[src/rtl/univ_shift_reg.sv]
// univ_shift_reg: DEPTH-stage, LANE_W-wide universal shift register
// with hold / shift-right / shift-left / parallel-load modes.
//
// Ports:
//   clk, reset   rising-edge clock, synchronous active-high reset
//   en           clock enable; 0 holds all state including the counter
//   mode         00 hold, 01 shift right, 10 shift left, 11 parallel load
//   sin_r        serial input entering stage DEPTH-1 on shift right
//   sin_l        serial input entering stage 0 on shift left
//   pin          parallel load data, stage i = pin[i*LANE_W +: LANE_W]
//   pout         stage contents, same packing as pin
//   sout_r       stage 0 tap (right end)
//   sout_l       stage DEPTH-1 tap (left end)
//   shift_cnt    shifts since last load/reset, saturating at DEPTH
//   full         shift_cnt == DEPTH
module univ_shift_reg #(
    parameter int DEPTH  = 8,
    parameter int LANE_W = 1,
    parameter int CNT_W  = $clog2(DEPTH + 1)
) (
    input  logic                      clk,
    input  logic                      reset,
    input  logic                      en,
    input  logic [1:0]                mode,
    input  logic [LANE_W-1:0]         sin_r,
    input  logic [LANE_W-1:0]         sin_l,
    input  logic [DEPTH*LANE_W-1:0]   pin,
    output logic [DEPTH*LANE_W-1:0]   pout,
    output logic [LANE_W-1:0]         sout_r,
    output logic [LANE_W-1:0]         sout_l,
    output logic [CNT_W-1:0]          shift_cnt,
    output logic                      full
);

    localparam int W = DEPTH * LANE_W;

    localparam logic [1:0] MODE_HOLD = 2'b00;
    localparam logic [1:0] MODE_SHR  = 2'b01;
    localparam logic [1:0] MODE_SHL  = 2'b10;
    localparam logic [1:0] MODE_LOAD = 2'b11;

    localparam logic [CNT_W-1:0] CNT_MAX = CNT_W'(DEPTH);

    logic [W-1:0]     stage_q;
    logic [W-1:0]     stage_d;
    logic [CNT_W-1:0] cnt_q;
    logic [CNT_W-1:0] cnt_d;
    logic             shift_en;

    // Stage i lives at stage_q[i*LANE_W +: LANE_W]; stage 0 is the
    // least-significant lane, so a right shift is a downward lane move
    // with sin_r entering at the top, and a left shift the reverse.
    always_comb begin
        stage_d  = stage_q;
        cnt_d    = cnt_q;
        shift_en = 1'b0;
        if (en) begin
            case (mode)
                MODE_HOLD: begin
                    stage_d = stage_q;
                end
                MODE_SHR: begin
                    stage_d  = {sin_r, stage_q[W-1:LANE_W]};
                    shift_en = 1'b1;
                end
                MODE_SHL: begin
                    stage_d  = {stage_q[W-LANE_W-1:0], sin_l};
                    shift_en = 1'b1;
                end
                MODE_LOAD: begin
                    stage_d = pin;
                    cnt_d   = '0;
                end
                default: begin
                    stage_d = stage_q;
                end
            endcase
        end
        // Counter saturates at DEPTH and never wraps.
        if (shift_en && (cnt_q != CNT_MAX)) begin
            cnt_d = cnt_q + CNT_W'(1);
        end
    end

    always_ff @(posedge clk) begin
        if (reset) begin
            stage_q <= '0;
            cnt_q   <= '0;
        end else begin
            stage_q <= stage_d;
            cnt_q   <= cnt_d;
        end
    end

    assign pout      = stage_q;
    assign sout_r    = stage_q[LANE_W-1:0];
    assign sout_l    = stage_q[W-1 -: LANE_W];
    assign shift_cnt = cnt_q;
    assign full      = (cnt_q == CNT_MAX);

endmodule

[config.mk]
export PLATFORM = sky130hd
export DESIGN_NAME = univ_shift_reg
export DESIGN_NICKNAME = d
export VERILOG_FILES = /design/src/rtl/univ_shift_reg.sv
export SDC_FILE = /design/constraint.sdc
export NUM_CORES = 1
export LEC_CHECK = 0
export CELL_PAD_IN_SITES_DETAIL_PLACEMENT = 1
export CELL_PAD_IN_SITES_GLOBAL_PLACEMENT = 1
export CORE_AREA = 5 5 59 61
export DETAILED_ROUTE_END_ITERATION = 12
export DIE_AREA = 0 0 64 66
export PLACE_DENSITY = 0.77
export SLEW_MARGIN = 30
export SYNTH_ARGS = -nofsm -noshare
export SYNTH_HDL_FRONTEND = slang
export SYNTH_SLANG_ARGS = --single-unit
[constraint.sdc]
create_clock -name clk -period 1.25 [get_ports clk]
set_input_delay 0.3125 -clock clk [delete_from_list [all_inputs] [get_ports clk]]
set_output_delay 0.3125 -clock clk [all_outputs]
set_load 0.1 [all_outputs]
Word level (Yosys, flattened, before mapping). Cells that the tools add are included. W data, S select, Z words.

Register bits after elaboration: 12. Latch bits: 0. RAM bits: 0. Bits in read-only memories: 0. Input bits: 15. Output and inout bits: 15. Logic and storage cells: 22. Memories kept: 0.

Add/sub/neg operators: 1. Multipliers: 0. Divide/modulo/power cells: 0. Magnitude comparators: 0. Equality and inequality tests: 5. Shift-type cells: 0. Multiplexer cells: 6. Bitwise logic cells: 1. Reductions and logical operators: 7.

Operator list (count): $pmux W8 S3 (1); $mux W4 (3); $add A4 B1 Y4 const B (1); $eq A2 B2 Y1 const B (2); $eq A4 B4 Y1 const B (1); $ne A4 B4 Y1 const B (1); $reduce_and A2 Y1 (2); $reduce_bool A2 Y1 (2); $eq A2 B1 Y1 const B (1); $logic_not A2 Y1 (1); $mux W1 (2); $reduce_or A2 Y1 (1); $logic_and A1 B1 Y1 (1); $not A1 Y1 (1).

Logic depth before layout (Yosys ltp).
Depth in word-level cells: 7. Depth in mapped cells: 7. Mapped depth without buffers: 6.

Worst setup path after synthesis. Ideal clock, no wire load.

Path kind: register to register. From: register cnt_q[0] (netlist: shift_cnt[0]). To: register cnt_q[3] (netlist: shift_cnt[3]). Setup time: 0.136 ns. Arrival time: 2.338 ns. Required time: 1.114 ns. Setup slack: -1.223 ns. Cell stages (with the launch flop): 7. Period minus slack after synthesis: 2.473 ns. Cells stage by stage: dfxtp_1 -> inv_1 -> ha_1 -> nand3b_1 -> inv_1 -> o211ai_1 -> a31oi_1.

Cells in the longest elaborated chain, start to end: 4.

Ends and longest elaborated chain: start: declaration (line 46) `logic [CNT_W-1:0] cnt_q;`; start signal: assignment (line 91) `cnt_q <= cnt_d;`; parallel branches: the longest is 4 deep, another holds $add A4 B1 Y4.

Parallel ways; which one is timed is not known. A chain may end at the register's enable or synchronous reset.

Final worst setup path.
From: register cnt_q[0] (netlist: shift_cnt[0]). To: output full.

Cells in the longest elaborated chain, start to end: 1.

Ends and longest elaborated chain: $eq A4 B4 Y1 (line 99) `assign full = (cnt_q == CNT_MAX);`; end: declaration (line 32) `output logic full`.

Every way passes these cells.

==> results.tsv <==
stage	metric	value	unit
outcome	status	finished with violations	
outcome	failing checks	negative setup slack	
cells_and_area	Area Overhead vs Synth	95.67	%
placement	Final GP Congestion	0.7501	
clock_network	TritonCTS Buffers	3	
pwr	Comb power frac	0.425	
synth	Avg Inst Size Synth	8.698	um2
die	DIE HEIGHT	66	um
pwr	Leak Pwr	0.5546	nW
die	die area	4224	um2
synth	Yosys cell types	23	
routing	DRC viols	0	
worst_setup_path	Setup Crit Path Kind	reg2out	
sta	unrepaired setup endpoints after global routing	true	
pwr	P per Cell Area	930.0	nW/um2
global_routing	largest net degree at the start of global routing	13	
global_routing	Overall Global Routing Usage	0.1254	
routing	DRT Pass-1 Iters	4	
placement	Detailed Place HPWL	1854	um
clock_network	worst-skew pair later-pin latency	0.27	ns
sta	worst clock skew	0.002673	ns
worst_setup_path	Reg2Reg Depth	8	
worst_setup_path	crit path capture type	output pin	
global_routing	vias in the first global route	912	
die	Initial Util	0.2466	
sta	min setup slack post-route	-0.3246	ns
worst_hold_path	Worst Hold Path EP	pout[2]	
routing	routed via count	822	
clock_network	CTS Sinks	12	
sta	max_slew headroom	0.8399	
worst_setup_path	worst-path maximum fanout	2	
global_routing	Overflow after GRT	0	
cells_and_area	commonest non-fill, non-tap cell in the layout	buf_12	
worst_setup_path	slowest CP cell	dfxtp_4	
synth	Syn Inst Count	83	
cells_and_area	antenna cells	0	
sta	post-route minimum period	1.575	ns
global_routing	first-pass GRT wire length	4271	um
worst_setup_path	WP data required	0.94	ns
sta	fin. max-slew vios	0	
clock_network	CTS max path bufs	2	
synth	Yosys reg bits	12	
routing	Avg WL per Cell	15.42	um
worst_hold_path	WHS Path Cells	2	
clock_network	clock-pin slew on the worst setup and hold paths	0.08	ns
routing	WL final	2482	um
pwr	P_sw	0.0005021	W
sta	# setup viols final	5	
clock_network	CTS tree	built	
sta	Worst-Margin Slew	0.2385	ns
pwr	Switching Share	0.3822	
global_routing	initial antenna violation count	0	
worst_setup_path	worst r2r dst	shift_cnt[3]	
worst_hold_path	Hold Startpoint	pout[3]	
run	number of max-cap violations	0	
synth	Post-Syn Area	721.9	um2
sta	total negative setup slack	-0.9410	ns
die	I/O pin cnt	30	
worst_hold_path	worst hold path class	reg2reg	
worst_setup_path	CP Data Arrival Time	1.26	ns
pwr	P_int	0.0008116	W
synth	YS warnings	0	
synth	post-synthesis net count	103	
sta	fmax	635.1	MHz
routing	Post-DRT Antenna Nets	0	
routing	drt initial violations	19	
cells_and_area	ratio of cells with drive above 1 in the final layout	0.5000	
cells_and_area	commonest cells after routing, fill and taps aside	buf_12, buf_4, clkdlybuf4s50_1, nand2_1, a22oi_1	
worst_setup_path	worst r2r src	shift_cnt[0]	
worst_setup_path	crit-path cells	inv_2 -> ha_4 -> nand3b_1 -> clkinvlp_4 -> buf_12	
worst_setup_path	Largest stage delay, worst path	0.35	ns
pwr	clock power share	0.238	
pwr	Design Power	0.001314	W
pwr	Max IR drop VDD	0.5755	mV
clock_network	clock root buffer	clkbuf_4	
placement	number of buffers inserted by port buffering	29	
clock_network	# hold bufs at CTS	0	
die	Core Region	2928	um2
worst_setup_path	flop2flop setup slack	-0.19	ns
worst_setup_path	Worst Setup Start Kind	register	
synth	post-synthesis sequential area ratio	0.3328	
cells_and_area	nets	149	
die	Rows	20	
die	die width	64	um
pwr	Reg power frac	0.337	
routing	Via density	5.106	
sta	post-route clock period utilization	1.260	
sta	final hold viol count	0	
clock_network	CTS H-Tree Depth	1	
==> Yosys cell counts <==
| library cell | n | area [um2] |
|---|---|---|
| nor2_1 | 6 | 22.52 |
| ha_1 | 5 | 62.56 |
| buf_12 | 1 | 20.02 |
| a22oi_1 | 8 | 60.06 |
| a311oi_2 | 2 | 30.03 |
| nand3b_1 | 1 | 7.510 |
| and2_2 | 1 | 7.510 |
| clkbuf_1 | 1 | 3.750 |
| inv_1 | 5 | 18.77 |
| nand3_1 | 4 | 20.02 |
| buf_4 | 3 | 22.52 |
| nor2b_1 | 3 | 18.77 |
| a31oi_1 | 1 | 6.260 |
| nand4_1 | 1 | 6.260 |
| a21oi_1 | 3 | 15.01 |
| dfxtp_1 | 12 | 240.2 |
| or3_1 | 1 | 6.260 |
| buf_2 | 2 | 10.01 |
| nor2_4 | 1 | 11.26 |
| a311oi_1 | 6 | 52.55 |
| o211ai_1 | 4 | 30.03 |
| nor2_2 | 2 | 12.51 |
| nand2_1 | 10 | 37.54 |
==> cells by family after synthesis <==
family,share of synthesized area
buffers and inverters,0.1040
and+or+nand+nor,0.2080
DFF,0.3328
AOI/OAI and AO/OA,0.2686
adders and majority gates,0.08666
==> what timing repair did <==
item                                    CTS  global route
setup buffers                             2             4
cloned                                    1             0
resized for setup                        10             8
pin swaps                                 3             6
endpoints found under the setup margin   16            16
==> flip-flops by register name, indices dropped and copies added (netlist names) <==
| signal | flops |
|---|---|
| pout | 8 |
| shift_cnt | 4 |
==> layout make-up <==
cell class                      instances  area [um2]
Multi-Input combinational cell         59       439.2
Inverter                                5       22.52
Timing Repair Buffer                   48       603.1
Sequential cell                        12       270.3
Tap cell                               33       41.29
Clock buffer                            4       36.28
Fill cell                             326        1515
==> power groups by stage <==
stage | Combinational (W) | Sequential (W) | Clock [W]
final | 0.000558 | 0.000442 | 0.000313
after global routing | 0.000583 | 0.000449 | 0.000350
after CTS | 0.000551 | 0.000443 | 0.000331
after detailed placement | 0.000541 | 0.000450 | 0
after global placement | 0.000532 | 0.000450 | 0
after floorplan | 0.000155 | 0.000608 | 0
==> critical path, delay by kind of cell (launching register included) <==
kind | cells | cell delay (ns)
and+or+nand+nor | 1 | 0.14
buffers and inverters | 3 | 0.36
DFF | 1 | 0.35
adders and majority gates | 1 | 0.14
==> layer usage <==
metal / track usage / routed length (um) / vias to the layer above
li1: - / - / 389
met1: 0.1386 / 1027 / 405
met2: 0.2249 / 1328 / 26
met3: 0.03401 / 118 / 2
met4: 0.04935 / 8 / 0
met5: 0 / 0 / -
==> worst max-delay path by stage <==
stage / end / slack (ns) / from / cells past startpoint
2_1_floorplan: shift_cnt[3] / -0.73 / shift_cnt[0] / 6
3_3_place_gp: pout[1] / -0.56 / mode[1] / 5
3_5_place_dp: pout[0] / -0.63 / mode[0] / 7
4_1_cts: full / -0.34 / shift_cnt[1] / 5
5_1_grt: full / -0.40 / shift_cnt[0] / 5
6_report: full / -0.32 / shift_cnt[0] / 5
==> stage by stage <==
| step | util | area (um2) | cells | hold WS, ns | worst slack, ns |
|---|---|---|---|---|---|
| 2_1_floorplan | - | 760.7 | 83 | 0.3749 | -0.7292 |
| 3_3_place_gp | 0.4419 | 1294 | 151 | 0.5017 | -0.5644 |
| 3_5_place_dp | 0.4419 | 1294 | 151 | 0.5176 | -0.6280 |
| 4_1_cts | 0.4688 | 1373 | 158 | 0.5185 | -0.3436 |
| 5_1_grt | 0.4825 | 1413 | 161 | 0.5519 | -0.3994 |
| 6_report | 0.4825 | 1413 | 161 | 0.5223 | -0.3246 |
Note: power is estimated with default switching activity, not from simulation.
